**src/rtl/taillight_monitor.sv**
```systemverilog
// taillight_monitor: receive-side checker for the 6-bit taillight bus.
// Strips run-light dimming to recover the undimmed pattern, decodes each
// side into OFF / TURN / HAZARD / BRAKE / UNKNOWN, and flags illegal codes
// and illegal sequence jumps.
module taillight_monitor #(
    parameter int STEADY_CYC = 16,
    parameter int CW         = 8
) (
    input  logic       dim_clk,
    input  logic       rst,
    input  logic [5:0] lights,
    input  logic       run_light,
    output logic [5:0] pattern,
    output logic [2:0] right_mode,
    output logic [2:0] left_mode,
    output logic       mode_chg,
    output logic       err,
    output logic       err_sticky
);

    localparam logic [2:0] MODE_OFF = 3'd0;
    localparam logic [2:0] MODE_TRN = 3'd1;
    localparam logic [2:0] MODE_HAZ = 3'd2;
    localparam logic [2:0] MODE_BRK = 3'd3;
    localparam logic [2:0] MODE_UNK = 3'd4;

    localparam logic [5:0]    ALL_ON = 6'h3F;
    localparam logic [CW-1:0] STEADY = CW'(STEADY_CYC);

    // Per-side classifier state. vld = 0 means the previous code was illegal.
    typedef struct packed {
        logic          vld;
        logic [1:0]    code;
        logic [CW-1:0] cnt;
        logic [2:0]    mode;
    } side_t;

    localparam side_t SIDE_RST = '{vld: 1'b1, code: 2'd0, cnt: '0, mode: MODE_UNK};

    logic [5:0] s0_q, s1_q;
    logic       rl_q;
    logic [5:0] pattern_d, pattern_q;
    side_t      right_d, right_q, left_d, left_q;
    logic       right_err, left_err;
    logic       mode_chg_q, err_q, err_sticky_q;

    // Right side codes grow from the outer bit: 000, 001, 011, 111.
    function automatic logic [2:0] dec_right(input logic [2:0] b);
        logic [2:0] r;
        case (b)
            3'b000:  r = 3'b100;
            3'b001:  r = 3'b101;
            3'b011:  r = 3'b110;
            3'b111:  r = 3'b111;
            default: r = 3'b000;
        endcase
        return r;   // {legal, code}
    endfunction

    // Left side is mirrored: 000, 100, 110, 111.
    function automatic logic [2:0] dec_left(input logic [2:0] b);
        logic [2:0] r;
        case (b)
            3'b000:  r = 3'b100;
            3'b100:  r = 3'b101;
            3'b110:  r = 3'b110;
            3'b111:  r = 3'b111;
            default: r = 3'b000;
        endcase
        return r;
    endfunction

    // One classification step for a side; both sides share the same rules.
    function automatic void side_next(input side_t cur, input logic [2:0] dec,
                                      output side_t nx, output logic e);
        logic          legal;
        logic [1:0]    code;
        logic [CW-1:0] cnt_inc;
        legal   = dec[2];
        code    = dec[1:0];
        cnt_inc = cur.cnt + 1'b1;
        nx      = cur;
        e       = 1'b0;
        if (!legal) begin
            nx.vld  = 1'b0;
            nx.cnt  = '0;
            nx.mode = MODE_UNK;
            e       = 1'b1;
        end else if (!cur.vld || code == cur.code) begin
            // Recovering from an illegal code counts as an unchanged code.
            nx.vld  = 1'b1;
            nx.code = code;
            if (cur.cnt != STEADY) begin
                nx.cnt = cnt_inc;
                if (cnt_inc == STEADY) begin
                    case (code)
                        2'd0:    nx.mode = MODE_OFF;
                        2'd3:    nx.mode = MODE_BRK;
                        default: begin
                            nx.mode = MODE_UNK;
                            e       = 1'b1;
                        end
                    endcase
                end
            end
        end else begin
            nx.vld  = 1'b1;
            nx.code = code;
            nx.cnt  = '0;
            case ({cur.code, code})
                4'b00_01, 4'b01_10, 4'b10_11: nx.mode = MODE_TRN;
                4'b00_11:                     nx.mode = MODE_HAZ;
                4'b11_00: begin
                    // End of a turn or hazard cycle keeps the running mode.
                    if (cur.mode == MODE_TRN || cur.mode == MODE_HAZ)
                        nx.mode = cur.mode;
                    else
                        nx.mode = MODE_OFF;
                end
                default: begin
                    nx.mode = MODE_UNK;
                    e       = 1'b1;
                end
            endcase
        end
    endfunction

    // Undim: during run-light the dimmer inserts all-on frames; take the
    // newest sample that is not all-on, or all-on if both samples are.
    always_comb begin
        pattern_d = s0_q;
        if (rl_q && s0_q == ALL_ON) begin
            pattern_d = (s1_q != ALL_ON) ? s1_q : ALL_ON;
        end
    end

    // Classify both sides from the current recovered pattern.
    always_comb begin
        right_d   = right_q;
        left_d    = left_q;
        right_err = 1'b0;
        left_err  = 1'b0;
        side_next(right_q, dec_right(pattern_q[5:3]), right_d, right_err);
        side_next(left_q,  dec_left(pattern_q[2:0]),  left_d,  left_err);
    end

    // Sampling, undim and classification pipeline with event pulses.
    always_ff @(posedge dim_clk) begin
        if (rst) begin
            s0_q         <= '0;
            s1_q         <= '0;
            rl_q         <= 1'b0;
            pattern_q    <= '0;
            right_q      <= SIDE_RST;
            left_q       <= SIDE_RST;
            mode_chg_q   <= 1'b0;
            err_q        <= 1'b0;
            err_sticky_q <= 1'b0;
        end else begin
            s0_q         <= lights;
            s1_q         <= s0_q;
            rl_q         <= run_light;
            pattern_q    <= pattern_d;
            right_q      <= right_d;
            left_q       <= left_d;
            mode_chg_q   <= (right_d.mode != right_q.mode) || (left_d.mode != left_q.mode);
            err_q        <= right_err | left_err;
            err_sticky_q <= err_sticky_q | right_err | left_err;
        end
    end

    assign pattern    = pattern_q;
    assign right_mode = right_q.mode;
    assign left_mode  = left_q.mode;
    assign mode_chg   = mode_chg_q;
    assign err        = err_q;
    assign err_sticky = err_sticky_q;

endmodule

```
**config.mk**
```make
export PLATFORM = sky130hd
export DESIGN_NAME = taillight_monitor
export DESIGN_NICKNAME = d
export VERILOG_FILES = /design/src/rtl/taillight_monitor.sv
export SDC_FILE = /design/constraint.sdc
export NUM_CORES = 1
export LEC_CHECK = 0
export CAP_MARGIN = 20
export CORE_MARGIN = 3
export CORE_UTILIZATION = 45
export CTS_BUF_LIST = sky130_fd_sc_hd__clkbuf_2 sky130_fd_sc_hd__clkbuf_4 sky130_fd_sc_hd__clkbuf_8
export CTS_CLUSTER_DIAMETER = 30
export CTS_CLUSTER_SIZE = 10
export DETAILED_ROUTE_END_ITERATION = 8
export PLACE_DENSITY = 0.75
export SLEW_MARGIN = 30
export SYNTH_ARGS = -nofsm -noshare
export SYNTH_HDL_FRONTEND = slang
export SYNTH_SLANG_ARGS = --single-unit
```
**constraint.sdc**
```tcl
create_clock -name dim_clk -period 5.1 [get_ports dim_clk]
set_input_delay 1.275 -clock dim_clk [delete_from_list [all_inputs] [get_ports dim_clk]]
set_output_delay 1.275 -clock dim_clk [all_outputs]
set_load 0.05 [all_outputs]
```
=== Word level (Yosys, flattened, before mapping) ===
Index checks and enable logic that the tools add are counted.
Widths: inputs -> output; s select.

* Flip-flop bits (word level): 50
* Input bits: 9
* Output and inout bits: 15
* Word-level logic and storage cells: 108

* Add/sub/neg operators: 2
* Equality and inequality tests: 32
* Multiplexer cells: 32
* Bitwise logic cells: 7
* Reduce and logical (&&, ||, !) cells: 20

{| class="wikitable"
|+ Operators with widths
! operator !! number
|-
| $mux 3 || 10
|-
| $pmux 3 s4 || 2
|-
| $pmux 3 s3 || 2
|-
| $add 8x1->8 const B || 2
|-
| $eq 4x4->1 const B || 4
|-
| $eq 8x5->1 const B || 2
|-
| $ne 8x5->1 const B || 2
|-
| $mux 1 || 14
|-
| $eq 3x3->1 const B || 4
|-
| $mux 6 || 2
|-
| $pmux 3 s2 || 2
|-
| $reduce_or 3->1 || 4
|-
| $reduce_or 5->1 || 2
|-
| $eq 3x1->1 const B || 3
|-
| $eq 3x2->1 const B || 3
|-
| $eq 4x1->1 const B || 2
|-
| $eq 4x2->1 const B || 2
|-
| $eq 4x3->1 const B || 2
|-
| $eq 6x6->1 const B || 1
|-
| $logic_not 3->1 || 2
|-
| $ne 3x3->1 || 2
|-
| $ne 6x6->1 const B || 1
|-
| $logic_or 1x1->1 || 5
|-
| $eq 2x2->1 || 2
|-
| 7 further kinds || 16
|}

=== Logic depth before layout (Yosys ltp) ===
* Word-level depth: 11
* Gate-level depth with buffers: 12
* Gate-level depth less buffers: 11

=== Worst setup path after synthesis ===
Ideal clock, no wire load.

* Path type: register to register
* From: register pattern_q[4] (netlist: pattern[4])
* To: register mode_chg_q (netlist: mode_chg)
* Setup time: 0.138 ns
* Arrival: 2.503 ns
* Required time: 4.962 ns
* Slack: 2.459 ns
* Cell stages (with the launch flop): 11
* Buffers on the path: 1
* Period minus slack after synthesis: 2.641 ns
* Cells stage by stage: dfxtp_1 -> buf_2 -> nor2_1 -> o21ai_0 -> ha_1 -> nand4_1 -> o211a_1 -> o21ai_0 -> o2111ai_1 -> nor4_1 -> a41oi_1

* Word-level cells in the longest chain between the ends: 10
* Elaborated cells on any way between the ends: 23
* Those cells by class: eq/ne (11); mux (7); reduce/logical (5)

{| class="wikitable"
|+ RTL lines
! what !! RTL line !! text
|-
| start, declared || 42 || <nowiki>logic [5:0] pattern_d, pattern_q;</nowiki>
|-
| start signal, assigned || 163 || <nowiki>pattern_q <= pattern_d;</nowiki>
|-
| $eq 3x3->1 (tied with other cells) || 50 || <nowiki>case (b)</nowiki>
|-
| $pmux 3 s4 (*) || 50 ||
|-
| $eq 2x2->1 / $logic_not 2->1 (equally long branches) || 96 || <nowiki>case (code)</nowiki>
|-
| $pmux 3 s2 || 96 ||
|-
| $mux 3 || 95 || <nowiki>if (cnt_inc == STEADY) begin</nowiki>
|-
| $mux 3 || 93 || <nowiki>if (cur.cnt != STEADY) begin</nowiki>
|-
| $mux 3 || 89 || <nowiki>end else if (!cur.vld || code == cur.code) begin</nowiki>
|-
| $mux 3 (*) || 84 || <nowiki>if (!legal) begin</nowiki>
|-
| $ne 3x3->1 (*) || 166 || <nowiki>mode_chg_q <= (right_d.mode != right_q.mode) || (left_d.mode != left_q.mode);</nowiki>
|-
| $logic_or 1x1->1 (*) || 166 ||
|-
| end signal, assigned || 166 ||
|-
| end, declared || 45 || <nowiki>logic mode_chg_q, err_q, err_sticky_q;</nowiki>
|}

Every way passes the cells marked *; elsewhere a longest branch is shown, timed or not.
A chain may end at the register's enable or synchronous reset.

=== Worst setup path in the final report ===
* From: register pattern_q[2] (netlist: pattern[2])
* To: output pattern[2]

{| class="wikitable"
|+ RTL lines
! what !! RTL line !! text
|-
| end, declared || 13 || <nowiki>output logic [5:0] pattern,</nowiki>
|}

No word-level cell between the ends.

==> metrics.md <==
| Metric | Value |
|---|---|
| CP Cell Sequence | clkdlybuf4s50_1 |
| Diode count | 0 |
| Worst r2r dst | mode_chg$_SDFF_PP0_ |
| Htree depth | 2 |
| Final setup fails | 0 |
| GR Util All Layers | 16.2% |
| DIE AREA | 0.00735 sq mm |
| DR DRC count | 0 |
| RR Startpoint | pattern[4]$_SDFF_PP0_ |
| Register area share after synthesis | 35.0% |
| Critical Path End Type | output port |
| HPWL after DPL | 4.03 mm |
| Critical Path Start | pattern[2]$_SDFF_PP0_ |
| Top cells by area, synth | dfxtp_1 (35%), ha_1 (4.8%), nor2_1 (4.5%) |
| PwrDens | 267 mW/mm^2 |
| Yosys reg bits | 50 |
| Clock Tree Buf Depth | 2 |
| Final nets | 356 |
| Pre-antenna DRT Iters | 4 |
| Total core area | 0.00603 sq mm |
| Dpl cells | 404 |
| WP data required | 3.83 ns |
| Rel. slew slack | 53.9% |
| Lkg Pwr | 0.00120 uW |
| Clock Root Buffer | clkbuf_8 |
| Io pins | 24 |
| Synthesis Warnings | 0 |
| CTS sink count | 50 |
| Top_reg_cell synth | dfxtp_1 |
| Detail Route Antenna Nets | 0 |
| Total grt overflow | 0 |
| Final Max Tran Viols | 0 |
| Post-CTS setup buffers | 0 |
| Hold buffers post-CTS | 0 |
| FMAX | 0.320 GHz |
| Vias | 2248 |
| Buffers added on ports | 23 |
| Buffers and inverters on the worst path | 1 |
| Post-synth top area share | 35.0% |
| Mapped Cells | 329 |
| Syn Nets | 349 |
| Status | finished clean |
| Worst setup path endpoint | pattern[2] |
| Setup Crit Path Kind | reg2out |
| Initial DRC count | 71 |
| PostCTS Resize Cnt | 0 |
| Cells on worst reg2reg path | 9 |
| Worst-path clk slew | 0.09 ns |
| Fillers | 585 |
| Post-synth EDFFs | 0 |
| Max Cap Violations | 0 |
| Multi-input gate area | 0.00166 sq mm |
| Placer Congestion | 0.873 |
| Setup tns final | 0 ns |
| Die Y | 85.7 um |
| CP peak stage delay | 0.91 ns |
| Async SR Flop Fraction | 0% |
| Max FO, Critical Path | 14 |
| Slew at the pin with the worst max-slew slack | 0.691 ns |
| Final Skew | 0.0114 ns |
| Area leader, netlist | dfxtp_1 |
| Netlist cell types | 68 |
| TritonCTS clock tree | done |
| Count leader, synth | dfxtp_1 |
| CP arrival | 1.85 ns |
| Routed vias/inst | 5.46 |
| Post-route cell area | 0.00317 sq mm |
| Final Hold Slack | 0.447 ns |
| R2r setup slk | 2.33 ns |
| Crit start category | flop |
| Peak supply drop | 201 uV |
| Largest net degree at the start of global routing | 20 |
| Global-route wire length before repair | 9.82 mm |
| CP Depth | 1 |
| Placed Area | 0.00305 sq mm |
| Die extent in x | 85.7 um |
| Crit share post-route | 61.3% |
| Worst Hold Class | reg2reg |
| Commonest cells post-synth | dfxtp_1 (50), nor2_1 (34), nand2_1 (21) |
| TritonCTS buffer count | 5 |
| Crit-path slowest cell | clkdlybuf4s50_1 |
| Fin. Hold Viols | 0 |
| Synth Area per Inst | 8.69 sq um |
| Initial antenna violation count | 0 |
| Clk Latency, worst-skew pair | 0.31 ns |
| Synth-to-Final Area Change | 10.8% |
| Kind of cell adding the most delay to the critical path | buffers and inverters |
| DR WL/cell | 13.4 um |
| Final min period | 3.13 ns |
| Initial Util | 47.5% |
| RSZ-0062 raised after global routing | false |
| Post-Syn Area | 0.00286 sq mm |
| Layout Cells excl Fill | 412 |
| Vias in the first global route | 2132 |
| DRT Wirelength | 5.53 mm |
| Storage cell area | 0.00100 sq mm |
| Layout cells sized above 1 | 8.31% |
| Rows | 28 |
[layer usage]
metal	GRT usage, %	vias to the layer above	part of all wire (%)
met5	0	-	0
met4	4.75	0	1.5
met3	3.94	8	4.6
met2	26.7	46	47
met1	21.2	1027	47
li1	-	1167	-
[placed cells by master, fill, tap and decap left out, types with 4 or more instances in the layout]
cell / instances
inv_1: 15
nand3_1: 10
dfxtp_1: 50
nor2b_1: 17
nand4_1: 5
nor3b_1: 5
nand2b_1: 6
nor2_1: 34
mux2i_1: 5
o21ai_0: 15
xor2_1: 9
o21a_1: 9
o211a_1: 4
nand2_1: 21
clkdlybuf4s50_1: 23
xnor2_1: 8
clkbuf_8: 5
ha_1: 11
a21oi_1: 12
or3_1: 4
[cells by family (layout without fill, tap and decap cells)]
| logic type | count (synthesis) | count (layout) | share of synthesized area, % |
|---|---|---|---|
| adder cells (fa/ha/maj) | 11 | 11 | 4.81 |
| buffers and inverters | 40 | 48 | 6.96 |
| flip-flops | 50 | 50 | 35.0 |
| AO/OA/AOI/OAI | 75 | 75 | 19.8 |
| multiplexers | 5 | 5 | 1.75 |
| XOR/XNOR | 17 | 17 | 5.21 |
| AND/OR/NAND/NOR | 131 | 131 | 26.5 |
[worst min path at each step]
stage / from / to / slack (ns) / depth (start not counted)
after global placement: s1_q[0]$_SDFF_PP0_ / pattern[0]$_SDFF_PP0_ / 0.42 / 1
after CTS: s1_q[2]$_SDFF_PP0_ / pattern[2]$_SDFF_PP0_ / 0.45 / 1
after global routing: s1_q[0]$_SDFF_PP0_ / pattern[0]$_SDFF_PP0_ / 0.46 / 1
final: s1_q[2]$_SDFF_PP0_ / pattern[2]$_SDFF_PP0_ / 0.45 / 1
after detailed placement: s1_q[4]$_SDFF_PP0_ / pattern[4]$_SDFF_PP0_ / 0.43 / 1
after floorplan: s1_q[0]$_SDFF_PP0_ / pattern[0]$_SDFF_PP0_ / 0.42 / 1
[cell type report]
type                       instances  share of cell area [%]
multi-input combinational        239                    52.4
sequential                        50                    31.6
timing repair buffer              24                    7.50
tap                               75                    2.96
clock buffer                       5                    2.17
inverter                          16                    1.89
clock inverter                     3                    1.50
[where the power goes]
group / internal (uW) / total, uW / leakage [uW] / switching [uW]
sequential: 408 / 432 / 0.000409 / 23.8
clock: 150 / 289 / 0.0000591 / 139
combinational: 53.1 / 127 / 0.000733 / 73.5
[per-stage QoR]
stage | setup slack, ns | total power [uW] | util, %
final | 1.97 | 847 | 52.6
after CTS | 1.95 | 853 | 52.6
after global routing | 1.86 | 886 | 52.6
after global placement | 1.94 | 565 | 50.7
after floorplan | 2.46 | 534 | -
after detailed placement | 1.90 | 567 | 50.7
[state kept, by name, indices dropped and copies added (netlist names)]
register and count:
pattern 6, left_q 11, right_q 11, err 1, s1_q 6, right_mode 3, left_mode 3, s0_q 6
rl_q 1, err_sticky 1, mode_chg 1
(Power assumes the default switching activity.)
==> RTL edit (same flow settings) <==
Register the inputs `lights` and `run_light` before use. The logic sees them one clock later.
--- a/src/rtl/taillight_monitor.sv
+++ b/src/rtl/taillight_monitor.sv
@@ -38,2 +38,10 @@
     localparam side_t SIDE_RST = '{vld: 1'b1, code: 2'd0, cnt: '0, mode: MODE_UNK};
+
+    logic [5:0] lights_q;
+    logic run_light_q;
+
+    always_ff @(posedge dim_clk) begin
+        lights_q    <= lights;
+        run_light_q <= run_light;
+    end
 
@@ -159,5 +167,5 @@
         end else begin
-            s0_q         <= lights;
+            s0_q         <= lights_q;
             s1_q         <= s0_q;
-            rl_q         <= run_light;
+            rl_q         <= run_light_q;
             pattern_q    <= pattern_d;
Check against the original RTL: not equivalent (a bounded check fails within 4 cycles, from zero or initial values and one cycle with rst high).
==> RTL edit against the unedited design <==
- global-route usage is 0.46 points lower
- critical endpoint unchanged
- sequential cell count is 7 higher
- fmax is 2.1% higher
- via count is 3.0% higher
- clock power is 75% higher
- synthesized area is 3.7% higher
- count of clock-buffer cells in the layout is 4 higher
- total power is 30% higher
- final area is 7.3% higher
- synthesized cell count is 1.2% higher
- worst setup slack better by 0.065 ns
- critical path depth stayed put
- routed wire length is 2.6% lower
- non-clock buffer count stayed put
==> RTL edit: results (changes against the unedited design) <==
- DR iter-0 viols: 142 (was 71)
- The latest clock arrival within the worst-skew pair is 0.34 ns (was 0.31 ns).
* Internal power: 0.8355 mW (was 0.6107 mW)
- The antenna diode count is 0 (unchanged).
* Proportion of layout cells with a drive suffix above 1: 10.45% (was 8.309%)
- The leakage power summed over all cells is 1.295 nW (was 1.202 nW).
- Outcome: completed (unchanged).
- The part of the Yosys area used for sequential elements is 38.48% (was 35.00%).
- The number of buffers created by CTS is 9 (was 5).
- EDFF count, synth: 0 (unchanged)
* Clk buf depth: 2 (unchanged)
* Maximum clock skew at final layout: 0.008665 ns (was 0.01139 ns)
- The share of flip-flops with an asynchronous set or reset after synthesis was 0% (unchanged).
- Largest fanout of any net on the critical path: 14 (unchanged)
* Total via count in the routed design: 2315 (was 2248)
- The total half-perimeter wirelength after legalization and detailed placement is 4.036 mm (was 4.029 mm).
- H-tree levels: 3 (was 2)
* CP max stage cell: clkdlybuf4s50_1 (unchanged)
- All-layer global routing usage: 15.77% (was 16.23%)
* Largest registers: left_q x11, right_q x11 (unchanged)
* Post-route ant nets: 0 (unchanged)
- Critical register-to-register path startpoint: pattern[4] (unchanged)
- The cell at the root of the clock tree was clkbuf_8 (unchanged).
- Largest net degree at the start of global routing: 19 (was 20)
- The number of optimization iterations in the first detailed-route pass was 5 (was 4).
- Number of pins exceeding their max-slew limit in the final report: 0 (unchanged)
- The final wirelength was 5.385 mm (was 5.530 mm).
- The final net count was 369 (was 356).
- Total of warnings raised by yosys: 0 (unchanged)
* End of the worst register-to-register path: mode_chg (unchanged)
- The final weighted congestion in routability-driven placement was 0.8823 (was 0.8731).
* First element of the critical path: pattern[2] (unchanged)
- The class of the tightest hold or removal check is flip-flop to flip-flop (unchanged).
* Number of cells on the worst reg-to-reg path: 9 (unchanged)
- The number of buffers inserted to repair setup after CTS came to 0 (unchanged).
* Synth Net Count: 353 (was 349)
- Worst IR drop on VDD: 0.2335 mV (was 0.2009 mV)
- The via count of the first global-routing pass came to 2197 (was 2132).
- Most common library cells after synthesis: dfxtp_1 (57), nor2_1 (34), nand2_1 (22) (was dfxtp_1 (50), nor2_1 (34), nand2_1 (21))
* Top cells by area, synth: dfxtp_1 (38%), ha_1 (4.6%), nor2_1 (4.3%) (was dfxtp_1 (35%), ha_1 (4.8%), nor2_1 (4.5%))
* Wire length of the first global-routing pass: 9.453 mm (was 9.818 mm)
- Antenna violations before repair: 0 (unchanged)
- The count of unique library cells instantiated by Yosys is 66 (was 68).
* Setup TNS: 0 ns (unchanged)
- Post-CTS resize count: 0 (unchanged)
- Internal reg-to-reg setup slack: 2.67 ns (was 2.33 ns)
- The biggest cell delay along the critical path is 0.88 ns (was 0.91 ns).
- Worst Max-Slew Pin Slew: 0.6603 ns (was 0.6912 ns)
- The capture point of the critical path is pattern[2] (unchanged).
* Buffers added on ports: 23 (unchanged)
- The CTS clock-pin slew for the worst setup and hold paths is 0.07 ns (was 0.09 ns).
- Data arrival time at the worst-slack endpoint: 1.79 ns (was 1.85 ns)
-- RTL edit: per-stage QoR --
step           cell area (um2)  instances  setup slack, ns  hold slack (ns)  total power [mW]
2_1_floorplan             2965        333            2.632           0.4138            0.5769
3_3_place_gp              3159        413            2.252           0.4166            0.6024
3_5_place_dp              3159        413            2.202           0.4218            0.6055
4_1_cts                   3402        429            2.028           0.4374             1.113
5_1_grt                   3402        429            1.951           0.4506             1.148
6_report                  3402        429            2.037           0.4366             1.102
-- RTL edit: per-layer routing --
| metal | part of all wire, % | GRT usage, % | routed length (um) |
|---|---|---|---|
| met1 | 46 | 19.20 | 2502 |
| met4 | 1.9 | 7.950 | 104 |
| met5 | 0 | 0 | 0 |
| met3 | 4.5 | 3.974 | 242 |
| met2 | 47 | 25.74 | 2535 |
-- RTL edit: cell type report --
type	instances	area (um2)
clock inverter	7	118.9
inverter	13	48.80
timing repair buffer	24	237.7
tap	75	93.84
multi-input combinational	244	1638
fill	517	2729
clock buffer	9	123.9
sequential	57	1141
-- RTL edit: power by group through the flow --
stage	registers (mW)	logic (mW)	clock network, mW
2_1_floorplan	0.502	0.0749	0
3_3_place_gp	0.492	0.111	0
3_5_place_dp	0.492	0.113	0
4_1_cts	0.483	0.113	0.518
5_1_grt	0.486	0.124	0.538
6_report	0.482	0.113	0.506
-- RTL edit: how the worst min path moves through the flow --
stage                      from  endpoint  slack [ns]  depth (start not counted)
CTS                 lights_q[2]   s0_q[2]        0.44                          1
floorplan           run_light_q      rl_q        0.41                          1
detailed placement  lights_q[2]   s0_q[2]        0.42                          1
global route        lights_q[2]   s0_q[2]        0.45                          1
finish              lights_q[0]   s0_q[0]        0.44                          1
global placement    lights_q[1]   s0_q[1]        0.42                          1
-- RTL edit: kinds of logic after synthesis --
| logic type | after synthesis | share of synthesized area, % |
|---|---|---|
| muxes | 9 | 3.080 |
| adders and majority gates | 11 | 4.641 |
| xor gates and xnor gates | 17 | 5.021 |
| buffers and inverters | 32 | 6.287 |
| DFF | 57 | 38.48 |
| AOI/OAI and AO/OA | 69 | 16.16 |
| and+or+nand+nor | 138 | 26.33 |
